--- src/rtl/nibble_serial_adder.sv ---
// Multi-cycle WIDTH-bit add/subtract through one 4-bit ripple slice.
// Ports: clk_i/rst_n_i, start/sub/ci/a/b in; busy/done, s/co/ov/z out.
module nibble_serial_adder #(
  parameter int WIDTH = 16
) (
  input  logic             clk_i,
  input  logic             rst_n_i,
  input  logic             start_i,
  input  logic             sub_i,
  input  logic             ci_i,
  input  logic [WIDTH-1:0] a_i,
  input  logic [WIDTH-1:0] b_i,
  output logic             busy_o,
  output logic             done_o,
  output logic [WIDTH-1:0] s_o,
  output logic             co_o,
  output logic             ov_o,
  output logic             z_o
);

  localparam int N  = WIDTH / 4;
  localparam int CW = (N > 1) ? $clog2(N) : 1;

  typedef enum logic [1:0] {
    IDLE,
    RUN,
    DONE
  } state_t;

  state_t           state_q;
  state_t           state_d;
  logic [WIDTH-1:0] a_q;
  logic [WIDTH-1:0] b_q;
  logic [WIDTH-1:0] work_q;
  logic [WIDTH-1:0] work_d;
  logic             carry_q;
  logic [CW-1:0]    cnt_q;
  logic [3:0]       a_nib;
  logic [3:0]       b_nib;
  logic [3:0]       sum;
  logic             c_out;
  logic             c_msb;
  logic             accept;
  logic             last;

  assign accept = start_i &&
                  (state_q == IDLE || state_q == DONE);
  assign last   = (cnt_q == CW'(N - 1));
  assign busy_o = (state_q == RUN);
  assign done_o = (state_q == DONE);

  always_comb begin
    a_nib = a_q[4*cnt_q +: 4];
    b_nib = b_q[4*cnt_q +: 4];
    {c_out, sum} = {1'b0, a_nib} + {1'b0, b_nib}
                 + {4'b0, carry_q};
    // carry into the nibble's top bit, recovered from its sum bit
    c_msb = a_nib[3] ^ b_nib[3] ^ sum[3];
    work_d = work_q;
    work_d[4*cnt_q +: 4] = sum;
  end

  always_comb begin
    state_d = state_q;
    unique case (state_q)
      IDLE:    if (start_i) state_d = RUN;
      RUN:     if (last) state_d = DONE;
      DONE:    state_d = start_i ? RUN : IDLE;
      default: state_d = IDLE;
    endcase
  end

  always_ff @(posedge clk_i or negedge rst_n_i) begin
    if (!rst_n_i) begin
      state_q <= IDLE;
      a_q     <= '0;
      b_q     <= '0;
      work_q  <= '0;
      carry_q <= 1'b0;
      cnt_q   <= '0;
      s_o     <= '0;
      co_o    <= 1'b0;
      ov_o    <= 1'b0;
      z_o     <= 1'b0;
    end else begin
      state_q <= state_d;
      if (accept) begin
        a_q     <= a_i;
        b_q     <= sub_i ? ~b_i : b_i;
        carry_q <= ci_i;
        cnt_q   <= '0;
      end else if (state_q == RUN) begin
        work_q  <= work_d;
        carry_q <= c_out;
        cnt_q   <= last ? '0 : cnt_q + 1'b1;
        if (last) begin
          s_o  <= work_d;
          co_o <= c_out;
          ov_o <= c_msb ^ c_out;
          z_o  <= (work_d == '0);
        end
      end
    end
  end

endmodule

--- config.mk ---
export PLATFORM = sky130hd
export DESIGN_NAME = nibble_serial_adder
export DESIGN_NICKNAME = d
export VERILOG_FILES = /design/src/rtl/nibble_serial_adder.sv
export SDC_FILE = /design/constraint.sdc
export NUM_CORES = 1
export LEC_CHECK = 0
export BUFFER_PORTS_ARGS = -buffer_cell sky130_fd_sc_hd__buf_2
export CAP_MARGIN = 10
export CORE_ASPECT_RATIO = 1.2
export CORE_MARGIN = 2
export CORE_UTILIZATION = 35
export CTS_BUF_LIST = sky130_fd_sc_hd__clkbuf_4 sky130_fd_sc_hd__clkbuf_8
export DETAILED_ROUTE_END_ITERATION = 10
export PLACE_DENSITY = 0.58
export SETUP_SLACK_MARGIN = 0.3
export SLEW_MARGIN = 10
export SYNTH_ARGS = -nofsm -noshare
export SYNTH_HDL_FRONTEND = slang
export SYNTH_SLANG_ARGS = --single-unit
--- constraint.sdc ---
create_clock -name clk_i -period 3 [get_ports clk_i]
set_input_delay 0.15 -clock clk_i [delete_from_list [all_inputs] [get_ports clk_i]]
set_output_delay 0.15 -clock clk_i [all_outputs]
set_load 0.02 [all_outputs]
# Word level (Yosys, flattened, before mapping)
# Index checks and enable logic that the tools add are counted.
dict set report totals {
  register_bits 72
  inputBits 37
  out_inout_bits 21
  elab_cells 47
}
dict set report classes {
  add_sub_neg 4
  eq_ne 5
  shifts 4
  mux 11
  n_bitwise 5
  n_reduce_logical 8
}
# cell n
set ops {}
lappend ops {{$neg 4->34} 1}
lappend ops {{$shift 4x34->16 const A} 1}
lappend ops {{$shiftx 4x34->16} 1}
lappend ops {{$shiftx 16x5->4} 2}
lappend ops {{$bwmux 16} 1}
lappend ops {{$logic_not 16->1} 1}
lappend ops {{$mux 16} 1}
lappend ops {{$not 16->16} 1}
lappend ops {{$mux 2} 5}
lappend ops {{$pmux 2 s3} 1}
lappend ops {{$add 4x4->5} 1}
lappend ops {{$add 5x1->5} 1}
lappend ops {{$eq 2x2->1 const B} 2}
lappend ops {{$reduce_and 2->1} 2}
lappend ops {{$mux 1} 3}
lappend ops {{$reduce_and 3->1} 1}
lappend ops {{$xor 1x1->1} 3}
lappend ops {{$add 2x1->2 const B} 1}
lappend ops {{$eq 2x1->1 const B} 1}
lappend ops {{$logic_not 2->1} 1}
lappend ops {{$ne 2x1->1 const B} 1}
lappend ops {{$ne 2x2->1 const B} 1}
lappend ops {{$reduce_bool 2->1} 1}
lappend ops {{$logic_and 1x1->1} 1}
lappend ops {{2 further kinds} 2}

# Longest topological paths before layout
dict set report logic_depth {
  ltp_word 6
  mapped_depth 10
  mapped_depth_nobuf 9
}

# Worst setup path before layout
# OpenSTA, ideal clock, no wires.
dict set report synth_timing {
  kind {register to register}
  start {register cnt_q[0]}
  end {register z_o}
  setup_ns 0.095
  arrival_ns 3.163
  t_required_ns 2.905
  path_slack_ns -0.259
  stages_incl_launch_ff 8
  n_path_buf 2
  synth_period_minus_slack_ns 3.259
  path_cell_list {dfrtp_1 -> buf_1 -> mux4_2 -> fa_1 -> clkbuf_1 -> a221o_1 -> or4_1 -> o31ai_1}
}
dict set report synth_via {
  elab_chain_cells 6
  elab_cells_between_ends 11
  cone_classes {add/sub: 3; eq/ne: 1; shift: 4; mux: 1; reduce/logical: 2}
}
# element line_no
set synth_rtl {}
lappend synth_rtl {{start: declaration} 37} ;# logic [CW-1:0] cnt_q;
lappend synth_rtl {{start signal: assignment} 95} ;# cnt_q <= last ? '0 : cnt_q + 1'b1;
lappend synth_rtl {{$shiftx 16x5->4, on equally long branches} {53, 54}}
lappend synth_rtl {{$add 4x4->5} 55} ;# {c_out, sum} = {1'b0, a_nib} + {1'b0, b_nib}
lappend synth_rtl {{$add 5x1->5} 56} ;# + {4'b0, carry_q};
lappend synth_rtl {{$shiftx 4x34->16} 60} ;# work_d[4*cnt_q +: 4] = sum;
lappend synth_rtl {{$bwmux 16} 60}
lappend synth_rtl {{$logic_not 16->1} 100} ;# z_o <= (work_d == '0);
lappend synth_rtl {{end signal: assignment} 100}
lappend synth_rtl {{end: declaration} 18} ;# output logic z_o
# Several ways; a longest one is shown, not always the timed one.
# A chain may end at the register's enable or synchronous reset.

# Worst setup path in the final report
# Same ends and word-level chain as after synthesis.

==> metrics.md <==
| Metric | Value |
|---|---|
| PortBufs | `57` |
| Power share of the clock group | `0.119` |
| Critical path's top delay family | `compound AO/OA/AOI/OAI gates` |
| Worst path max stage delay | `0.54 ns` |
| Sw Ratio | `0.4349` |
| Int Power | `3.209 mW` |
| Max-slew violations | `0` |
| Die H | `113.5 um` |
| GR Util All Layers | `0.1639` |
| Buf+Inv Stages, Crit Path | `0` |
| TNS Setup | `0 ns` |
| Avg Synthesized Cell Area | `9.995 sq um` |
| Post-synth top cells | `nand2_1, dfrtp_1, o21ai_0` |
| R2R depth | `5` |
| Vias in the first global route | `2831` |
| Max Fclk | `376.0 MHz` |
| Routability Congestion | `0.8234` |
| Met2 wire length | `3848 um` |
| Asr flop ratio synth | `1.000` |
| Post-route insts no fill | `570` |
| Number of distinct library cells after synthesis | `40` |
| Critical Path End Type | `register` |
| Min Tclk post-route | `2.659 ns` |
| CTS Buffer Depth | `2` |
| Gate Count Post-Synth | `350` |
| NetSw | `2.469 mW` |
| Diodes inserted | `0` |
| Avg WL per Cell | `13.93 um` |
| Ports | `58` |
| Placed Instances | `528` |
| Placement Rows | `40` |
| Slowest CP cell | `mux4_2` |
| Pwr Density | `1273 nW/um^2` |
| Post-route ant nets | `0` |
| Worst Setup SP | `cnt_q[0]` |
| Final Worst Setup Slack | `0.3406 ns` |
| Top cell type's share of synthesized area | `0.5150` |
| Pleak | `2.152 nW` |
| DPL Wire Length | `5657 um` |
| Syn_nets | `398` |
| RR Startpoint | `cnt_q[0]` |
| Fin util | `0.4525` |
| Slew headroom | `0.4756` |
| Top cells by area, synth | `dfrtp_1, nand2_1, o21ai_0` |
| Worst hold path endpoint | `carry_q` |
| Clock-pin slew on the worst setup and hold paths | `0.08 ns` |
| Synthesized cell area | `3498 sq um` |
| Synth area leader | `dfrtp_1` |
| Primary FF master, synth | `dfrtp_1` |
| Number of antenna violations at the first check in global routing | `0` |
| CTS sink cnt | `72` |
| Pre-CTS setup slack | `0.1818 ns` |
| Final Setup Violations | `0` |
| Core ar. | `9859 sq um` |
| Filler cells | `981` |
| Largest net degree at the start of global routing | `50` |
| Yosys Warn Count | `0` |
| Number of flops mapped to enable cells by yosys | `0` |
| Synth Register Bits | `72` |
| Area delta synth->final | `27.54%` |
| Top layer in use | `met4` |
| Initial Utilization | `0.3548` |
| Final WL | `7938 um` |
| Register share of total power | `0.286` |
| Worst-path cell chain | `mux4_2, fa_2, a221o_1, or4_4, o31ai_2` |
| Total number of vias | `2775` |
| CP max FO | `4` |
| Routed wire length on met3 | `317 um` |
| Reg2Reg Setup Slack | `0.34 ns` |
| CTS root buffer | `clkbuf_8` |
| GRT overflow | `0` |
| Hold path cells | `3` |
| Combinational power share | `0.595` |
| Crit path depth | `5` |
| VDD IR-drop max | `0.0006314 V` |
| Worst min path class | `input port to register` |
| Met1 WL | `3584 um` |
| First-pass GRT wire length | `13660 um` |
| Clk Latency, worst-skew pair | `0.35 ns` |
| Count leader, synth | `nand2_1` |
| Residual DRC count | `0` |
| Fraction of layout cells with a size suffix above 1 | `0.2590` |
| Reg-to-Reg End | `z_o` |
| 1st-iter DRT viols | `93` |
| Via density | `4.868` |
| CTS buffer count | `9` |
| Critical Setup Path Class | `register to register` |
| H-Tree Depth | `3` |
| CP required | `3.27 ns` |
| Hold Vio Cnt, Final | `0` |
| Max_cap viols | `0` |
| First-pass DRT Iterations | `4` |
| Die area | `10810 sq um` |
| CP Data Arrival Time | `2.93 ns` |
| CTS tree | `done` |
| Crit share post-route | `0.8865` |
| Final Skew | `0.007007 ns` |
| RSZ-0062 raised after global routing | `true` |
| HP Start | `ci_i` |
| Worst Tran Pin Value | `0.7866 ns` |
| Final #Nets | `487` |
| Seq/Total Area, Yosys | `0.5150` |
| Status | `completed` |
| Critical Path Source Type | `register` |
| Die W | `95.27 um` |
-- area by class of cell --
| cell class | count | area [sq um] | area share |
|---|---|---|---|
| Inverter | 11 | 41.29 | 0.009254 |
| Clock inverter | 6 | 35.03 | 0.007852 |
| Timing Repair Buffer | 95 | 633.1 | 0.1419 |
| Sequential cell | 72 | 1804 | 0.4044 |
| Multi-Input combinational cell | 250 | 1653 | 0.3704 |
| Clock buffer | 10 | 137.6 | 0.03085 |
| Tap cell | 126 | 157.7 | 0.03533 |
-- power groups by stage --
stage | logic (mW) | registers (mW) | clock network [mW]
3_5_place_dp | 2.82 | 1.66 | 0
6_report | 3.38 | 1.63 | 0.675
4_1_cts | 3.10 | 1.63 | 0.704
2_1_floorplan | 1.87 | 1.67 | 0
5_1_grt | 3.71 | 1.68 | 0.747
3_3_place_gp | 2.76 | 1.65 | 0
-- worst register-to-register path, stage by stage, from the launching register on --
cell     delay, ns
dfrtp_2       0.43
mux4_2        0.54
fa_2          0.51
a221o_1       0.38
or4_4         0.54
o31ai_2       0.18
-- layer usage --
layer,vias up,track usage
met5,-,0
met1,1312,0.2149
met2,76,0.2643
met4,0,0.07343
met3,15,0.02906
li1,1372,-
-- placed cells by master, fill, tap and decap left out, types with 3 or more instances in the layout --
cell type	Yosys	layout
dlygate4sd3_1	0	17
dfrtp_1	72	70
ha_1	9	9
clkinv_2	0	4
xnor2_1	19	18
inv_1	11	9
a22o_1	12	12
nor2b_1	13	13
clkbuf_8	0	10
a21oi_1	11	9
a22oi_1	4	4
and2_1	3	3
o21ai_0	40	40
buf_4	0	19
buf_2	1	57
mux4_2	7	7
nand2_1	92	92
nor2_1	9	9
-- per-stage QoR --
step	total power, mW	area (sq um)	hold WS, ns
3_5_place_dp	4.480	3985	0.2827
4_1_cts	5.434	4399	0.05002
6_report	5.678	4462	0.05788
2_1_floorplan	3.546	3522	-0.1456
3_3_place_gp	4.413	3985	0.2785
5_1_grt	6.136	4462	0.06534
-- state kept, by name, indices dropped and copies added (netlist names) --
| register | flops |
|---|---|
| ov_o | 1 |
| co_o | 1 |
| z_o | 1 |
| s_o | 16 |
| a_q | 16 |
| work_q | 16 |
| state_q | 2 |
| b_q | 16 |
| carry_q | 1 |
| cnt_q | 2 |
-- worst max-delay path by stage --
| stage | slack [ns] | end |
|---|---|---|
| floorplan | 0.24 | z_o |
| global placement | 0.26 | s_o[11] |
| detailed placement | 0.18 | z_o |
| CTS | 0.30 | z_o |
| global route | 0.27 | z_o |
| finish | 0.34 | z_o |
-- what timing repair did --
action | 4_1_cts | 5_1_grt
buffers inserted | 8 | 1
endpoints found under the setup margin | 11 | 11
hold endpoints to repair | 49 | 0
gates resized for setup | 3 | 10
pin swaps | 6 | 3
hold buffers | 17 | 0
-- cells by family after synthesis --
family          Yosys count  synth area share
xor+xnor                 21           0.05258
mux                       8           0.05258
flops                    72            0.5150
buf+inv                  28           0.03040
fa+ha+maj                11           0.04363
simple gates            128            0.1595
compound gates           82            0.1463
Note: power is estimated with default switching activity, not from simulation.
